File: config.mk
export PLATFORM = sky130hd
export DESIGN_NAME = pipe_ex
export DESIGN_NICKNAME = d
export VERILOG_FILES = /design/src/rtl/alu_pkg.sv /design/src/rtl/ex_alu.sv /design/src/rtl/pipe_ex.sv
export SDC_FILE = /design/constraint.sdc
export NUM_CORES = 1
export LEC_CHECK = 0
export CORE_UTILIZATION = 59
export CTS_CLUSTER_DIAMETER = 200
export CTS_CLUSTER_SIZE = 12
export DETAILED_ROUTE_END_ITERATION = 8
export PLACE_DENSITY = 0.88
export SYNTH_ARGS = -nofsm -noshare
export SYNTH_HDL_FRONTEND = slang
export SYNTH_SLANG_ARGS = --single-unit
File: constraint.sdc
create_clock -name clk -period 9.05 [get_ports clk]
set_input_delay 2.715 -clock clk [delete_from_list [all_inputs] [get_ports clk]]
set_output_delay 2.715 -clock clk [all_outputs]
set_load 0.005 [all_outputs]
File: src/rtl/alu_pkg.sv
// Shared ALU / memory-access encodings used by both the ID and EX stages.
package alu_pkg;

  localparam int ALUOP_W = 5;

  typedef enum logic [ALUOP_W-1:0] {
    ALU_PASS = 5'd0,
    ALU_ADD  = 5'd1,
    ALU_SUB  = 5'd2,
    ALU_SLL  = 5'd3,
    ALU_SRL  = 5'd4,
    ALU_SRA  = 5'd5,
    ALU_XOR  = 5'd6,
    ALU_OR   = 5'd7,
    ALU_AND  = 5'd8,
    ALU_SLT  = 5'd9,
    ALU_SLTU = 5'd10,
    ALU_SEQ  = 5'd11
  } alu_op_e;

  typedef enum logic [1:0] {
    RW_NONE   = 2'b00,
    RW_STORE  = 2'b01,
    RW_LOAD_S = 2'b10,
    RW_LOAD_U = 2'b11
  } rw_e_e;

  typedef enum logic [1:0] {
    LEN_BYTE = 2'b00,
    LEN_HALF = 2'b01,
    LEN_WORD = 2'b11
  } rw_len_e;

  typedef enum logic {
    RUN   = 1'b0,
    REDIR = 1'b1
  } ex_state_e;

endpackage

File: src/rtl/ex_alu.sv
// Purely combinational EX-stage ALU. Compare ops produce 0/1 with the
// result bit optionally inverted by alu_c; cmp mirrors that bit for branches.
module ex_alu
  import alu_pkg::*;
#(
  parameter int REG_SZ  = 32,
  parameter int ALUOP_L = 5
) (
  input  logic [ALUOP_L-1:0]       alu_op,
  input  logic                     alu_c,
  input  logic signed [REG_SZ-1:0] opr1,
  input  logic signed [REG_SZ-1:0] opr2,
  output logic signed [REG_SZ-1:0] result,
  output logic                     cmp
);

  // Opcode compared at the wider of the port width and the package width.
  localparam int OPW = (ALUOP_L > ALUOP_W) ? ALUOP_L : ALUOP_W;

  logic [OPW-1:0] op;
  logic [4:0]     shamt;
  logic           c;

  // Operation decode and evaluation.
  always_comb begin
    op     = OPW'(alu_op);
    shamt  = opr2[4:0];
    c      = 1'b0;
    result = '0;
    case (op)
      OPW'(ALU_PASS): result = opr1;
      OPW'(ALU_ADD):  result = opr1 + opr2;
      OPW'(ALU_SUB):  result = opr1 - opr2;
      OPW'(ALU_SLL):  result = opr1 << shamt;
      OPW'(ALU_SRL):  result = $signed($unsigned(opr1) >> shamt);
      OPW'(ALU_SRA):  result = opr1 >>> shamt;
      OPW'(ALU_XOR):  result = opr1 ^ opr2;
      OPW'(ALU_OR):   result = opr1 | opr2;
      OPW'(ALU_AND):  result = opr1 & opr2;
      OPW'(ALU_SLT): begin
        c      = (opr1 < opr2) ^ alu_c;
        result = $signed(REG_SZ'(c));
      end
      OPW'(ALU_SLTU): begin
        c      = ($unsigned(opr1) < $unsigned(opr2)) ^ alu_c;
        result = $signed(REG_SZ'(c));
      end
      OPW'(ALU_SEQ): begin
        c      = (opr1 == opr2) ^ alu_c;
        result = $signed(REG_SZ'(c));
      end
      default: result = '0;
    endcase
    cmp = c;
  end

endmodule

File: src/rtl/pipe_ex.sv
// EX pipeline stage: ALU, address/link generation, branch/jump redirect,
// and a one-cycle forwarding strobe back to ID. Single output register
// with valid/ready handshake towards MA.
module pipe_ex
  import alu_pkg::*;
#(
  parameter int REG_SZ  = 32,
  parameter int ALUOP_L = 5
) (
  input  logic                     clk,
  input  logic                     rst,
  input  logic                     in_valid,
  output logic                     in_ready,
  input  logic [31:0]              pc_in,
  input  logic [ALUOP_L-1:0]       alu_op,
  input  logic                     alu_c,
  input  logic [4:0]               rd,
  input  logic signed [REG_SZ-1:0] opr1,
  input  logic signed [REG_SZ-1:0] opr2,
  input  logic [REG_SZ-1:0]        val,
  input  logic                     jp_e,
  input  logic                     br_e,
  input  logic                     wb_e,
  input  logic [1:0]               rw_e,
  input  logic [1:0]               rw_len,
  output logic                     out_valid,
  input  logic                     out_ready,
  output logic [REG_SZ-1:0]        out_result,
  output logic [REG_SZ-1:0]        out_data,
  output logic [4:0]               out_rd,
  output logic                     out_wb_e,
  output logic [3:0]               out_mem,
  output logic                     redir_valid,
  output logic [31:0]              redir_pc,
  output logic [4:0]               ex_fwd_idx,
  output logic [31:0]              ex_fwd_val,
  output logic                     ex_ack
);

  ex_state_e                state;
  logic                     vld_p1;
  logic                     redir_vld_p1;
  logic                     ack_p1;
  logic [REG_SZ-1:0]        result_p1;
  logic [REG_SZ-1:0]        data_p1;
  logic [4:0]               rd_p1;
  logic                     wb_e_p1;
  logic [3:0]               mem_p1;
  logic [31:0]              redir_pc_p1;
  logic [4:0]               fwd_idx_p1;
  logic [31:0]              fwd_val_p1;

  logic signed [REG_SZ-1:0] alu_res_p0;
  logic                     alu_cmp_p0;
  logic signed [REG_SZ-1:0] sum_p0;
  logic [REG_SZ-1:0]        link_p0;
  logic [REG_SZ-1:0]        result_p0;
  logic [31:0]              target_p0;
  logic                     taken_p0;
  logic                     redir_p0;
  logic                     wb_p0;
  logic                     fwd_p0;
  logic                     accept;

  ex_alu #(
    .REG_SZ  (REG_SZ),
    .ALUOP_L (ALUOP_L)
  ) u_alu (
    .alu_op (alu_op),
    .alu_c  (alu_c),
    .opr1   (opr1),
    .opr2   (opr2),
    .result (alu_res_p0),
    .cmp    (alu_cmp_p0)
  );

  // ---- stage p0: decode of accepted instruction into result/target ----
  always_comb begin
    in_ready  = (state == RUN) && (!vld_p1 || out_ready);
    accept    = in_valid && in_ready;
    sum_p0    = opr1 + opr2;
    link_p0   = REG_SZ'(pc_in) + val;
    taken_p0  = br_e && alu_cmp_p0;
    redir_p0  = jp_e || taken_p0;
    wb_p0     = wb_e && !br_e && (rd != 5'd0);
    fwd_p0    = wb_p0 && !rw_e[1];
    if (jp_e)
      result_p0 = link_p0;
    else if (rw_e != RW_NONE)
      result_p0 = $unsigned(sum_p0);
    else
      result_p0 = $unsigned(alu_res_p0);
    if (br_e)
      target_p0 = pc_in + 32'(val);
    else
      target_p0 = 32'($unsigned(sum_p0)) & ~32'd1;
  end

  // ---- stage p1: control registers (FSM, valids, strobes) ----
  always_ff @(posedge clk) begin
    if (rst) begin
      state        <= RUN;
      vld_p1       <= 1'b0;
      redir_vld_p1 <= 1'b0;
      ack_p1       <= 1'b0;
    end else begin
      ack_p1       <= accept && fwd_p0;
      redir_vld_p1 <= accept && redir_p0;
      case (state)
        RUN:     if (accept && redir_p0) state <= REDIR;
        REDIR:   state <= RUN;
        default: state <= RUN;
      endcase
      if (accept)
        vld_p1 <= 1'b1;
      else if (out_ready)
        vld_p1 <= 1'b0;
    end
  end

  // Output payload: loaded on accept, otherwise held (stable under stall).
  always_ff @(posedge clk) begin
    if (rst) begin
      result_p1   <= '0;
      data_p1     <= '0;
      rd_p1       <= '0;
      wb_e_p1     <= 1'b0;
      mem_p1      <= '0;
      redir_pc_p1 <= '0;
      fwd_idx_p1  <= '0;
      fwd_val_p1  <= '0;
    end else if (accept) begin
      result_p1 <= result_p0;
      data_p1   <= val;
      rd_p1     <= rd;
      wb_e_p1   <= wb_p0;
      mem_p1    <= {rw_e, rw_len};
      if (redir_p0)
        redir_pc_p1 <= target_p0;
      if (fwd_p0) begin
        fwd_idx_p1 <= rd;
        fwd_val_p1 <= 32'(result_p0);
      end
    end
  end

  assign out_valid   = vld_p1;
  assign out_result  = result_p1;
  assign out_data    = data_p1;
  assign out_rd      = rd_p1;
  assign out_wb_e    = wb_e_p1;
  assign out_mem     = mem_p1;
  assign redir_valid = redir_vld_p1;
  assign redir_pc    = redir_pc_p1;
  assign ex_fwd_idx  = fwd_idx_p1;
  assign ex_fwd_val  = fwd_val_p1;
  assign ex_ack      = ack_p1;

endmodule

# Word level (Yosys, flattened, before mapping)
# Index checks and enable logic that the tools add are counted.
[totals]
register_bits = 147
inputBits = 150
output_inout_bits = 147
word_cells = 67
[classes]
n_addsub = 3
magnitude_cmp = 2
eq_ne = 12
shifts = 3
mux = 9
bitwise_logic = 7
n_reduce_logical = 19
[op_table]
columns = ["cell", "count"]
rows = [
  ["$pmux 32 s12", 1],
  ["$mux 32", 3],
  ["$add 32x32->32", 2],
  ["$lt 32x32->1", 2],
  ["$and 32x32->32", 1],
  ["$eq 32x32->1", 1],
  ["$or 32x32->32", 1],
  ["$shl 32x5->32", 1],
  ["$shr 32x5->32", 1],
  ["$sshr 32x5->32", 1],
  ["$sub 32x32->32", 1],
  ["$xor 32x32->32", 1],
  ["$eq 5x3->1 const B", 4],
  ["$eq 5x4->1 const B", 4],
  ["$eq 5x2->1 const B", 2],
  ["$logic_and 1x1->1", 8],
  ["$eq 5x1->1 const B", 1],
  ["$logic_not 5->1", 1],
  ["$reduce_bool 5->1", 1],
  ["$reduce_and 2->1", 2],
  ["$reduce_bool 2->1", 2],
  ["$logic_not 1->1", 3],
  ["$mux 1", 3],
  ["$pmux 1 s3", 1],
  ["4 further kinds", 7],
]

# Depth between registers and ports, before layout
# Gate-level depths: netlist of the first run.
[depth]
ltp_word = 8
mapped_depth = 16
mapped_depth_nobuf = 14

# By module
# From an unflattened synthesis of the first run, not the netlist that was laid out.
[unflattened]
cells_unflattened = 2643
area_unflattened_um2 = 18906.9
[by_module_without_submodules]
columns = ["module", "n_inst", "cells_per_inst", "area_per_inst_um2", "seq_area_each_um2"]
rows = [
  ["pipe_ex", 1, 1290, 9985.8, 2942.8],
  ["ex_alu", 1, 1353, 8921.1, 0.0],
]

# Worst setup path before layout of the first run
# Ideal clock, no wire load.
[synth_path]
path_kind = "input port to flip-flop"
from = "input opr2[1]"
to = "register redir_pc_p1[22] (netlist: redir_pc[22])"
setup_ns = 0.059
arrival_ns = 6.747
t_required_ns = 8.991
setup_slack_ns = 2.245
path_stages = 16
n_path_buf = 4
cell_sequence = "clkbuf_1 -> inv_2 -> buf_1 -> clkbuf_1 -> fa_1 -> nor2b_1 -> o221ai_1 -> a21oi_1 -> a2111oi_4 -> a21oi_2 -> o21a_1 -> o311ai_4 -> or4b_4 -> buf_6 -> a221oi_2 -> a31o_1"
[synth_via]
elab_chain_len = 6
word_cells_on_any_way = 12
[synth_lines]
columns = ["element", "line", "text"]
rows = [
  ["start, declared", "pipe_ex.sv:19", "input logic signed [REG_SZ-1:0] opr2,"],
  ["$lt 32x32->1, or another cell as far along", "ex_alu.sv:45", "c = ($unsigned(opr1) < $unsigned(opr2)) ^ alu_c;"],
  ["$xor 1x1->1, on equally long branches", "ex_alu.sv:45, ex_alu.sv:41, ex_alu.sv:49", ""],
  ["$pmux 1 s3", "ex_alu.sv:30", "case (op)"],
  ["$logic_and 1x1->1", "pipe_ex.sv:83", "taken_p0 = br_e && alu_cmp_p0;"],
  ["$logic_or 1x1->1", "pipe_ex.sv:84", "redir_p0 = jp_e || taken_p0;"],
  ["$reduce_and 2->1 (no source line)", "--", ""],
  ["end signal, assigned", "pipe_ex.sv:139", "redir_pc_p1 <= target_p0;"],
  ["end, declared", "pipe_ex.sv:49", "logic [31:0] redir_pc_p1;"],
]
# Parallel ways exist; a longest one is shown, timed or not.
# A chain may end at the register's enable or synchronous reset.

# Final worst setup path of the first run
[layout_path]
from = "input opr1[28]"
to = "register redir_pc_p1[13] (netlist: redir_pc[13])"
[layout_via]
elab_chain_len = 6
word_cells_on_any_way = 10
[layout_lines]
columns = ["element", "line", "text"]
rows = [
  ["start, declared", "pipe_ex.sv:18", "input logic signed [REG_SZ-1:0] opr1,"],
  ["$lt 32x32->1, or another cell as far along", "ex_alu.sv:45", ""],
  ["$xor 1x1->1, on equally long branches", "ex_alu.sv:45, ex_alu.sv:41, ex_alu.sv:49", ""],
  ["$pmux 1 s3 *", "ex_alu.sv:30", ""],
  ["$logic_and 1x1->1 *", "pipe_ex.sv:83", ""],
  ["$logic_or 1x1->1 *", "pipe_ex.sv:84", ""],
  ["$reduce_and 2->1 (no source line) *", "--", ""],
]
# Mark *: on every way between the ends. The rest lies on a longest branch, timed or not.

==> flow_summary.yaml, run 1 <==
floorplanning:
  die_y_um: 170
  die_area_um2: 29000
  ios: 297
  rows: 61
  die_width_um: 170
  core_um2: 27800
  start_util_pct: 60.1
clock_network:
  ctsResizeCount: 0
  cts_setup_buffers: 0
  cts_tree: "done"
  clk_latency_ns: 0.43
  clockBufferDepth: 2
  clock-sinks: 147
  path_clk_slew_ns: 0.07
  postCtsHoldBufs: 0
  cts-buffers-inserted: 17
  htree_levels: 4
  cts_root_buf: "clkbuf_16"
sta:
  slew_violations: 0
  rsz0062_at_grt: "no"
  finalCritPeriodShare_pct: 83.1
  worst_pin_slew_ns: 1.17
  fmax_mhz: 133
  hold_slack_ns: 0.455
  worst_slack_ns: 1.53
  final-setup-viol-count: 0
  period_needed_ns: 7.52
  slew_headroom_pct: 21.6
  tns_ns: 0
  hold_viol_final: 0
  skew_ns: 0.00740
setup_path:
  path_class: "in -> reg"
  worst_setup_path_start_kind: "input port"
  arrival_ns: 7.78
  slowest_delay_ns: 1.00
  crit_family: "simple AND/OR/NAND/NOR gates"
  crit_fanout: 23
  cpMaxStageDelayCell: "nor4_1"
  worstPathCellList: "clkdlybuf4s50_1 > inv_1 > ha_1 > nor4_1 > nand3_1 > nor4_1 > xor2_1 > nand2_1 > o2111a_1 > o311ai_4 > or4b_4 > nand2_1 > a311oi_1"
  worstPathRequired_ns: 9.31
  critPathBufInv: 2
  rrSetupSlack_ns: 5.42
  end_kind: "register"
drt:
  drtIter0Drc: 3718
  wl_per_cell_um: 25.8
  viasPerCell: 7.10
  vias: 20400
  firstDrtPassIters: 9
  drtAntennaViolNets: 0
  drc_errors: 5
  wl_mm: 74.2
yosys:
  syn_area_um2: 16700
  yosys_warnings: 0
  synthArstFlopShare_pct: 0
  syn_nets: 2584
  syn_inst: 2303
  ys_seq_area_share_pct: 17.6
  ys_seq_elements: 147
  syn_area_per_cell_um2: 7.25
  ys_types: 86
  synth_edf_count: 0
  synth_ff_type: "dfxtp_1"
power:
  max-vdd-ir-drop_uv: 122
  pwr-share-clk_pct: 27.0
  p_int_mw: 1.50
  p_per_area_nw_per_um2: 126
  p_leak_nw: 7.95
  p_total_mw: 2.55
  switching_share_pct: 41.3
  pwr-share-comb_pct: 44.9
  p_sw_mw: 1.05
  power_frac_seq_pct: 28.0
global_routing:
  grt_usage_pct: 49.7
  grt-busiest-layer: "met2"
  overflow: 0
  met1_usage_pct: 62.0
  grt_pass1_wl_mm: 110
  grtUsageMet3_pct: 17.2
  grt_max_degree: 88
  grt_pass1_vias: 18800
  antenna_found_initial: 2
  met2_usage_pct: 73.3
min_path:
  hold_path_class: "reg -> reg"
place:
  port_buffers: 296
  place_inst: 2842
  hpwl_mm: 56.9
  place_congestion: 1.18
  pre_cts_ws_ns: 1.40
status:
  violations: "DRC"
  status: "finished, violations left"
final_layout:
  final_nets: 2764
  area_growth_pct: 21.5
  drive_gt1_share_pct: 6.77
  final-instance-count-excl-fill: 2875
flow_run:
  max-cap-violations: 0
## logic make-up after synthesis
logic type | after synthesis | synth area share (%)
and+or+nand+nor | 750 | 20.3
adders and majority gates | 131 | 9.95
buffers and inverters | 280 | 6.43
DFF | 147 | 17.6
muxes | 129 | 10.6
xor gates and xnor gates | 71 | 3.72
AOI/OAI and AO/OA | 795 | 31.5
## power by group through the flow
| stage | registers [mW] | logic (mW) | clock network (mW) |
|---|---|---|---|
| floorplan | 0.729 | 0.652 | 0 |
| global placement | 0.727 | 1.06 | 0 |
| detailed placement | 0.729 | 1.08 | 0 |
| CTS | 0.715 | 1.09 | 0.686 |
| global route | 0.719 | 1.20 | 0.714 |
| finish | 0.716 | 1.15 | 0.690 |
## synth_stat cells (all sizes together) (11+ instances only)
master / n / area, µm²
a2111oi: 11 / 140
a211oi: 60 / 450
a21o: 30 / 225
a21oi: 250 / 1260
a221oi: 24 / 216
a22oi: 21 / 158
a31oi: 26 / 163
and2: 16 / 100
and3: 11 / 68.8
buf: 38 / 166
clkbuf: 127 / 477
dfxtp: 147 / 2940
ha: 128 / 1600
inv: 113 / 424
mux2: 27 / 304
mux2i: 67 / 671
mux4: 35 / 788
nand2: 299 / 1120
nand2b: 20 / 125
nand3: 60 / 300
nand4: 14 / 87.6
nor2: 191 / 717
nor2b: 16 / 100
nor3: 52 / 260
nor4: 19 / 119
o211ai: 38 / 285
o21a: 11 / 82.6
o21ai: 134 / 671
o21bai: 11 / 82.6
o221ai: 12 / 105
o22ai: 24 / 150
o31ai: 24 / 180
or2: 11 / 68.8
or3: 21 / 131
xnor2: 61 / 534
## per-layer routing
| metal | wire length, µm | share of wire (%) |
|---|---|---|
| met4 | 5100 | 6.9 |
| met3 | 11100 | 15 |
| met1 | 27000 | 36 |
| met5 | 13 | 0.018 |
| met2 | 30900 | 42 |
## per-stage QoR
stage / util, % / area [µm²]
2_1_floorplan: - / 16700
3_3_place_gp: 71.0 / 19700
3_5_place_dp: 71.0 / 19700
4_1_cts: 73.0 / 20300
5_1_grt: 73.0 / 20300
6_report: 73.0 / 20300
## cell usage in the layout, fill, tap and decap left out, drive strengths merged, types with 14 or more instances in the layout
cell type	Yosys	final
a211oi	60	60
a21o	30	30
a21oi	250	250
a221oi	24	24
a22oi	21	21
a31oi	26	26
and2	16	16
buf	38	35
clkbuf	127	17
clkdlybuf4s50	0	291
dfxtp	147	147
ha	128	128
inv	113	121
mux2	27	27
mux2i	67	67
mux4	35	35
nand2	299	299
nand2b	20	20
nand3	60	60
nand4	14	14
nor2	191	191
nor2b	16	16
nor3	52	52
nor4	19	19
o211ai	38	38
o21ai	134	134
o22ai	24	24
o31ai	24	24
or3	21	21
xnor2	61	61
## registers in the layout, indices dropped and copies added, names as in the netlist
name and count:
out_valid 1, out_rd 5, out_mem 4, ex_ack 1, state 1, redir_valid 1
out_data 32, redir_pc 32, out_wb_e 1, ex_fwd_idx 5, out_result 32, ex_fwd_val 32
## cell type report
type | count | area, µm²
clock inverter | 14 | 139
timing repair buffer | 326 | 3170
clock buffer | 17 | 425
sequential | 147 | 2940
fill | 2179 | 7490
antenna | 2 | 5.00
tap | 378 | 473
multi-input combinational | 1876 | 12700
inverter | 115 | 432
## tightest hold or removal path: cells and delay by family (launching register included)
family          cells  cell delay (ns)
flops               1             0.31
simple gates        1             0.05
compound gates      1             0.05
## final timing paths
path,cells past startpoint,endpoint,from
worst max-delay path,13,redir_pc[13],opr1[28]
worst min-delay path,2,out_data[10],out_data[10]
worst max register to register,8,redir_pc[13],out_valid
worst min register to register,2,out_data[10],out_data[10]
(Power assumes the default switching activity.)
==> inputs of run 2 (changes only) <==
--- a/config.mk
+++ b/config.mk
@@ -5,11 +5,11 @@
 export SDC_FILE = /design/constraint.sdc
 export NUM_CORES = 1
 export LEC_CHECK = 0
-export CORE_UTILIZATION = 59
+export CORE_UTILIZATION = 50
 export CTS_CLUSTER_DIAMETER = 200
 export CTS_CLUSTER_SIZE = 12
 export DETAILED_ROUTE_END_ITERATION = 8
-export PLACE_DENSITY = 0.88
+export PLACE_DENSITY = 0.79
 export SYNTH_ARGS = -nofsm -noshare
 export SYNTH_HDL_FRONTEND = slang
 export SYNTH_SLANG_ARGS = --single-unit
==> constraint.sdc (replaced) <==
create_clock -name clk -period 6.65 [get_ports clk]
set_input_delay 1.995 -clock clk [delete_from_list [all_inputs] [get_ports clk]]
set_output_delay 1.995 -clock clk [all_outputs]
set_load 0.005 [all_outputs]
==> run 2 against run 1 <==
Against the previous run: the flow now finishes without violations; sequential cell count stayed put; via count increased by 3.4%; cell count increased by 5.9%; sequential power grew 36%; register-to-register slack got worse by 1.3 ns; hold slack improved by 0.0014 ns.
==> flow_summary.yaml, run 2 (synthesis gave the netlist of run 1 again) <==
drt:
  firstDrtPassIters: 7
  drc_errors: 0
  drtIter0Drc: 2861
  vias: 21100
  drtAntennaViolNets: 0
  wl_per_cell_um: 26.9
  viasPerCell: 6.93
  wl_mm: 82.1
final_layout:
  final_nets: 2872
  drive_gt1_share_pct: 10.6
  most-common-layout-cells: "298 x nand2_1, 290 x clkdlybuf4s50_1, 248 x a21oi_1, 190 x nor2_1, 147 x dfxtp_1"
  area_growth_pct: 26.9
  antenna_cells: 0
  mostFrequentLayoutCell: "nand2_1"
  final-instance-count-excl-fill: 3046
  fin_util_pct: 64.8
clock_network:
  cts_tree: "done"
  postCtsHoldBufs: 0
  clock-sinks: 147
  ctsResizeCount: 0
  htree_levels: 4
  clockBufferDepth: 2
  clk_latency_ns: 0.45
  cts_setup_buffers: 0
  path_clk_slew_ns: 0.07
  cts-buffers-inserted: 17
  cts_root_buf: "clkbuf_16"
setup_path:
  critPathBufInv: 5
  worstReg2RegStart: "out_valid"
  r2r_cells: 6
  crit_fanout: 37
  slowest_delay_ns: 0.70
  cp_common_cell: "buf_4"
  crit_start: "opr2[0]"
  arrival_ns: 6.52
  path_class: "in -> reg"
  rr_endpoint: "out_result[9]"
  rrSetupSlack_ns: 4.10
  worst-path-stages: 16
  crit_family: "simple AND/OR/NAND/NOR gates"
  worst_setup_path_start_kind: "input port"
  worstPathCellList: "buf_4 > buf_4 > inv_1 > ha_1 > nor4_1 > buf_4 > nand3_1 > nor4_1 > xor2_1 > nand2_1 > o2111a_1 > o311ai_4 > or4b_4 > nand2_1 > buf_4 > a311oi_1"
  cpMaxStageDelayCell: "nor4_1"
  end_kind: "register"
  worstPathRequired_ns: 6.93
sta:
  skew_ns: 0.00585
  slew_headroom_pct: 20.0
  tns_ns: 0
  final-setup-viol-count: 0
  finalCritPeriodShare_pct: 93.9
  slew_violations: 0
  hold_viol_final: 0
  period_needed_ns: 6.24
  fmax_mhz: 160
  rsz0062_at_grt: "no"
  worst_slack_ns: 0.408
  hold_slack_ns: 0.456
  worst_pin_slew_ns: 1.19
place:
  port_buffers: 296
  pre_cts_ws_ns: 0.132
  place_congestion: 1.09
  hpwl_mm: 64.3
  place_inst: 3014
min_path:
  hold_path_depth: 2
  min_delay_worst_endpoint: "out_data[25]"
  hold_path_class: "reg -> reg"
  hp-start: "out_data[25]"
floorplanning:
  ios: 297
  core_um2: 32700
  die_width_um: 185
  rows: 66
  start_util_pct: 51.1
  die_y_um: 185
  die_area_um2: 34100
power:
  max-vdd-ir-drop_uv: 222
  p_leak_nw: 8.48
  p_per_area_nw_per_um2: 169
global_routing:
  grt_usage_pct: 46.5
  antenna_found_initial: 0
  overflow: 0
  grt_pass1_wl_mm: 119
  grt_pass1_vias: 19200
  grt_max_degree: 87
status:
  status: "finished, final reports clean"
flow_run:
  max-cap-violations: 0
run 2: area by class of cell:
| cell class | instances | area, µm² |
|---|---|---|
| clock inverters | 14 | 139 |
| flip-flops and latches | 147 | 2940 |
| multi-input cells | 1876 | 12700 |
| inverters | 115 | 432 |
| fillers | 2834 | 11500 |
| repair buffers | 434 | 4000 |
| well taps | 442 | 553 |
| clock buffers | 18 | 429 |
run 2: how the worst max path moves through the flow:
stage,end,slack [ns]
floorplan,redir_pc[22],0.56
global placement,redir_pc[10],0.25
detailed placement,redir_pc[20],0.13
CTS,redir_pc[20],0.58
global route,redir_pc[14],0.26
finish,redir_pc[20],0.41
run 2: worst register-to-register path, stage by stage (launching register included):
cell,delay [ns]
dfxtp_1,0.32
nand2b_1,0.12
nor2b_1,0.30
and2_2,0.25
buf_4,0.65
nand2_1,0.39
o21ai_0,0.40
run 2: where the power goes:
| group | internal, mW | switching, mW |
|---|---|---|
| combinational | 0.662 | 1.00 |
| clock | 0.496 | 0.442 |
| sequential | 0.940 | 0.0361 |
run 2: per-layer routing:
metal  vias up  GRT usage, %  wire [µm]
li1       9084             -          -
met1      9982          59.9      31300
met2      1681          69.9      34600
met3       365          13.5      10800
met4         0          25.0       5340
met5         -             0          0
run 2: stage by stage:
stage               instance area [µm²]  power, mW
floorplan                         16700       1.88
global placement                  20600       2.55
detailed placement                20600       2.57
CTS                               21200       3.50
global route                      21200       3.69
finish                            21200       3.58
